[src/rtl/mult_pkg.sv]
// Shared definitions for the multiplier datapath: accumulator FSM states,
// datapath widths and the block-length decode.
package mult_pkg;

    typedef enum logic [1:0] {
        IDLE  = 2'd0,
        ACCUM = 2'd1,
        HOLD  = 2'd2
    } acc_state_t;

    localparam int PROD_W    = 8;
    localparam int LEN_W     = 4;
    localparam int ACC_W_DEF = 12;

    // A programmed length of 0 encodes a full block of 16 products.
    function automatic logic [4:0] len_to_remain(input logic [LEN_W-1:0] len_v);
        logic [4:0] r;
        if (len_v == 4'd0) begin
            r = 5'd16;
        end else begin
            r = {1'b0, len_v};
        end
        return r;
    endfunction

endpackage

[src/rtl/mult_accum.sv]
// Block accumulator behind the 4x4 multiplier: sums a programmed number of
// 8-bit products over valid/ready and presents the total with a sticky overflow.
module mult_accum
    import mult_pkg::*;
#(
    parameter int ACC_W = ACC_W_DEF
) (
    input  logic              clk,
    input  logic              rst_n,
    input  logic              start,
    input  logic [LEN_W-1:0]  len,
    input  logic              abort,
    input  logic              in_valid,
    output logic              in_ready,
    input  logic [PROD_W-1:0] product,
    output logic              out_valid,
    input  logic              out_ready,
    output logic [ACC_W-1:0]  sum,
    output logic              ovf,
    output logic              busy
);

    localparam int EXT_W = ACC_W + 1 - PROD_W;

    acc_state_t       state_q, state_d;
    logic [ACC_W-1:0] acc_q, acc_d;
    logic             ovf_q, ovf_d;
    logic [4:0]       remain_q, remain_d;
    logic [ACC_W:0]   add_s;

    // Handshake flags decode straight from the state register, so neither
    // in_valid nor out_ready has a combinational path to them.
    assign in_ready  = (state_q == ACCUM);
    assign out_valid = (state_q == HOLD);
    assign busy      = (state_q != IDLE);
    assign sum       = acc_q;
    assign ovf       = ovf_q;

    // One extra bit on the adder captures the carry out of the accumulator.
    assign add_s = {1'b0, acc_q} + {{EXT_W{1'b0}}, product};

    // Next-state logic: abort dominates, then the per-state behaviour.
    always_comb begin
        state_d  = state_q;
        acc_d    = acc_q;
        ovf_d    = ovf_q;
        remain_d = remain_q;
        if (abort) begin
            state_d  = IDLE;
            acc_d    = {ACC_W{1'b0}};
            ovf_d    = 1'b0;
            remain_d = 5'd0;
        end else begin
            case (state_q)
                IDLE: begin
                    if (start) begin
                        state_d  = ACCUM;
                        acc_d    = {ACC_W{1'b0}};
                        ovf_d    = 1'b0;
                        remain_d = len_to_remain(len);
                    end else begin
                        state_d = IDLE;
                    end
                end
                ACCUM: begin
                    if (in_valid) begin
                        acc_d    = add_s[ACC_W-1:0];
                        ovf_d    = ovf_q | add_s[ACC_W];
                        remain_d = remain_q - 5'd1;
                        if (remain_q == 5'd1) begin
                            state_d = HOLD;
                        end else begin
                            state_d = ACCUM;
                        end
                    end else begin
                        state_d = ACCUM;
                    end
                end
                HOLD: begin
                    if (out_ready) begin
                        state_d = IDLE;
                    end else begin
                        state_d = HOLD;
                    end
                end
                default: begin
                    state_d  = IDLE;
                    acc_d    = {ACC_W{1'b0}};
                    ovf_d    = 1'b0;
                    remain_d = 5'd0;
                end
            endcase
        end
    end

    // State and datapath registers.
    always_ff @(posedge clk or negedge rst_n) begin
        if (!rst_n) begin
            state_q  <= IDLE;
            acc_q    <= {ACC_W{1'b0}};
            ovf_q    <= 1'b0;
            remain_q <= 5'd0;
        end else begin
            state_q  <= state_d;
            acc_q    <= acc_d;
            ovf_q    <= ovf_d;
            remain_q <= remain_d;
        end
    end

endmodule

[config.mk]
export PLATFORM = sky130hd
export DESIGN_NAME = mult_accum
export DESIGN_NICKNAME = d
export VERILOG_FILES = /design/src/rtl/mult_pkg.sv /design/src/rtl/mult_accum.sv
export SDC_FILE = /design/constraint.sdc
export NUM_CORES = 1
export LEC_CHECK = 0
export CORE_ASPECT_RATIO = 0.6
export CORE_MARGIN = 3
export CORE_UTILIZATION = 37
export CTS_CLUSTER_SIZE = 20
export DETAILED_ROUTE_END_ITERATION = 8
export PLACE_DENSITY = 0.66
export SLEW_MARGIN = 20
export SYNTH_ARGS = -nofsm -noshare
export SYNTH_HDL_FRONTEND = slang
export SYNTH_SLANG_ARGS = --single-unit
[constraint.sdc]
create_clock -name clk -period 2 [get_ports clk]
set_input_delay 0.3 -clock clk [delete_from_list [all_inputs] [get_ports clk]]
set_output_delay 0.3 -clock clk [all_outputs]
set_load 0.02 [all_outputs]
# After elaboration in Yosys (flattened, before gate mapping)
# Index checks and enable logic that the tools add are counted.
# word_totals
input_bits,18
reg_bits,20
word_cells,36
out_inout_bits,16
# classes
add_sub_neg,2
mux,19
n_bitwise,1
n_reduce_logical,4
eq_ne,6
# ops
operator,count
12-bit two-way mux,3
12-bit one-hot mux with 3 select lines,1
5-bit two-way mux,4
5-bit one-hot mux with 3 select lines,1
12-bit by 8-bit adder with 13-bit output,1
2-bit two-way mux,4
3-bit inequality test (second input constant),2
2-bit one-hot mux with 3 select lines,1
5-bit by 1-bit == test with 1-bit output (second input constant),1
5-bit by 1-bit subtractor with 5-bit output (second input constant),1
4-bit logical NOT,1
1-bit two-way mux,4
1-bit one-hot mux with 3 select lines,1
3-bit AND reduction,1
2-bit by 1-bit == test with 1-bit output (second input constant),1
2-bit == test (second input constant),1
2-bit logical NOT,1
2-bit inequality test (second input constant),1
2-bit nonzero test,1
1-bit OR,1

# Depth between registers and ports, before layout
# logic_depth
ltp_word,5
mapped_depth,8
mapped_depth_nobuf,8

# Least setup slack after synthesis
# Ideal clock, no wire load.
# synth_timing
path_kind,register -> register
startpoint,"reg acc_q[3], in the netlist sum[3]"
endpoint,"reg acc_q[11], in the netlist sum[11]"
synth_period_minus_slack_ns,2.044
t_arrival_ns,1.924
setup_slack_ns,-0.044
path_stages_with_launch,8
setup_time_ns,0.120
required_ns,1.880
path_buffers,0
cell_sequence,dfrtp_1 -> ha_1 -> a21o_1 -> a21oi_1 -> a21oi_1 -> or2_2 -> a32o_1 -> a31o_1
# synth_between
elab_chain_cells,4
# synth_lines
item,line_no,text
"start, declared",mult_accum.sv:26,"logic [ACC_W-1:0] acc_q, acc_d;"
"start signal, assigned",mult_accum.sv:100,acc_q <= {ACC_W{1'b0}};
12-bit by 8-bit adder with 13-bit output,mult_accum.sv:40,"assign add_s = {1'b0, acc_q} + {{EXT_W{1'b0}}, product};"
12-bit two-way mux,mult_accum.sv:66,if (in_valid) begin
12-bit one-hot mux with 3 select lines,mult_accum.sv:54,case (state_q)
12-bit two-way mux,mult_accum.sv:48,if (abort) begin
# No other way between the ends. The select of a mux whose other input is x is not followed.
# A chain may end at the register's enable or synchronous reset.

# Final worst setup path
# layout_timing
startpoint,"reg acc_q[0], in the netlist sum[0]"
endpoint,"reg acc_q[6], in the netlist sum[6]"
# Same word-level chain as after synthesis.

==> run summary <==
top-count cell post-synth: dfrtp_1
Fin Hold WS: 374 ps
power density over the cells: 571 nW/um2
htree depth: 1
Final GP Congestion: 0.927
clock latency on the worst-skew pair: 260 ps
Syn Nets: 178
Max Freq: 511 MHz
CP Cell Sequence: ha_4 > fa_2 > a21oi_2 > o21ai_2 > o21a_1 > nor2_2 > xor2_1 > o31ai_1
# IOs: 34
layout cell share with drive strength beyond 1: 18.8%
largest net degree at the start of global routing: 21
mapped cell area: 1340 um2
min cycle time layout: 1960 ps
Diodes inserted: 0
CP max FO: 3
Tot GR Track Use: 17.4%
vias in the first global route: 1275
Post-synth ARST share: 100%
hpwl dp: 2800 um
switching pwr: 0.000360 W
Starting Density: 39.9%
worst vdd ir: 0.299 mV
run status: finished clean
Flop pwr share: 41.2%
first-pass GRT wire length: 6130 um
area added between synthesis and finish: 47.2%
die height: 52.6 um
Sink Count: 20
CTS Root Cell: clkbuf_8
drt via density: 5.46
clock-pin slew on the worst setup and hold paths: 80 ps
clock power share: 24.2%
most instantiated cells after synthesis: 20 x dfrtp_1, 18 x nand2_1, 14 x o21ai_0
Hold Buf Count CTS: 0
num rows: 16
Via Count: 1348
setup TNS: 0 ps
initial antenna violation count: 0
Synth Flop Type: dfrtp_1
Internal Power: 0.000768 W
Residual DRC: 0
slowest stage delay, CP: 430 ps
Die Wd: 83.7 um
Min-Delay Path Class: primary input to asynchronous set/reset pin
FILL cells: 279
synth unique cells: 41
register bit total from synthesis: 20
Critical Path End Type: flop
Starting DRT DRC Count: 78
Post-synth EDFFs: 0
final hold vios: 0
TritonCTS Buffers: 3
CTS tree: yes
crit share post-route: 97.8%
crit path DAT: 2120 ps
combinational share of power: 34.6%
post-synth top area share: 37.3%
TritonRoute pass-1 iters: 4
sw frac: 31.9%
Pins Over Slew Limit: 0
Rel. slew slack: 69.4%
Clock Skew: 7.23 ps
syn avg cell area: 9.00 um2
PortBufs: 33
Worst-Margin Slew: 447 ps
unrepaired setup endpoints after global routing: yes
YS warnings: 0
Nets: 232
post-route ant nets: 0
WP data required: 2160 ps
Post-Route WL: 3620 um
critical path class: flop to flop
Max Root-Sink Buffers: 2
Synth area leaders: dfrtp_1 37%, ha_1 9.3%, o21ai_0 5.2%, nand2_1 5.0%, a21oi_1 4.9%
post-synthesis cell count: 149
CP max stage cell: dfrtp_2
routed length per instance: 14.6 um
GRT overflow: 0
cell taking the most area after synthesis: dfrtp_1
Core Area: 3360 um2
Lkg Pwr: 0.884 nW
Worst setup SP type: flop
total chip power: 0.00113 W
Setup-failing EPs final: 0
Max-Cap Viols: 0
register area share after synthesis: 37.3%
Die Area: 4410 um2
==> layer usage <==
metal | part of all wire (%) | GRT usage [%] | vias to the layer above | wire length [um]
li1 | - | - | 657 | -
met4 | 1.2 | 2.94 | 0 | 45
met1 | 50 | 25.0 | 642 | 1800
met2 | 45 | 27.2 | 43 | 1610
met3 | 4.5 | 3.92 | 6 | 162
met5 | 0 | 0 | - | 0
==> sequential cells by signal, summed over array words and instances, names as in the netlist <==
register  flops
ovf           1
remain_q      5
state_q       2
sum          12
==> through the flow <==
step           util [%]  std cells  setup WS, ps  instance area [um2]
6_report           58.7        247          44.4                 1970
3_5_place_dp       55.3        241          -368                 1860
5_1_grt            58.7        247         -89.4                 1970
2_1_floorplan         -        149          28.3                 1360
4_1_cts            57.3        245          6.60                 1930
3_3_place_gp       55.3        241          -328                 1860
==> timing repair <==
action                     in CTS  in global routing
pin swaps                       2                  7
gates resized for setup         8                  8
setup endpoints to repair       4                  4
setup buffers                   0                  2
hold endpoints to repair        0                  0
==> cell usage in the layout, fill, tap and decap left out, types with 4 or more instances in the layout <==
| master | count |
|---|---|
| buf_4 | 20 |
| nor3_1 | 4 |
| nor2_1 | 9 |
| a21oi_1 | 10 |
| inv_1 | 6 |
| o21ai_0 | 12 |
| ha_1 | 7 |
| dfrtp_1 | 18 |
| nand2_1 | 18 |
| clkdlybuf4s50_1 | 30 |
| nand3_1 | 5 |
==> critical path, delay by kind of cell (launching register included) <==
family | cells | cell delay, ps
and+or+nand+nor | 1 | 90
adders and majority gates | 2 | 580
AOI/OAI and AO/OA | 4 | 670
xor gates and xnor gates | 1 | 80
DFF | 1 | 430
==> area by class of cell <==
class,instances,area (um2),share of cell area [%]
sequential,20,503,25.5
inverter,6,22.5,1.14
multi-input combinational,119,867,43.9
tap,45,56.3,2.85
clock buffer,4,45.0,2.28
timing repair buffer,53,480,24.3
==> path summary, 6_finish.rpt <==
path	slack, ps	endpoint	startpoint	depth (start not counted)
max	40	sum[6]	sum[0]	8
min	370	sum[11]	rst_n	2
max reg2reg	40	sum[6]	sum[0]	8
min reg2reg	530	sum[2]	sum[2]	2
max in group asynchronous	1390	sum[1]	rst_n	2
min in group clk	510	sum[0]	product[0]	4
==> power by group through the flow <==
stage,sequential (W),clock [W],combinational [W]
2_1_floorplan,0.000478,0,0.000197
3_3_place_gp,0.000469,0,0.000361
3_5_place_dp,0.000470,0,0.000369
4_1_cts,0.000462,0.000282,0.000376
5_1_grt,0.000469,0.000301,0.000430
6_report,0.000465,0.000273,0.000390
==> cell families after synthesis <==
logic type                 after synthesis  synth area share [%]
xor gates and xnor gates                 5                  3.27
muxes                                    2                  1.49
AOI/OAI and AO/OA                       48                  24.3
adders and majority gates               11                  10.8
buffers and inverters                   10                  2.99
DFF                                     20                  37.3
and+or+nand+nor                         53                  19.9
(Power assumes the default switching activity.)
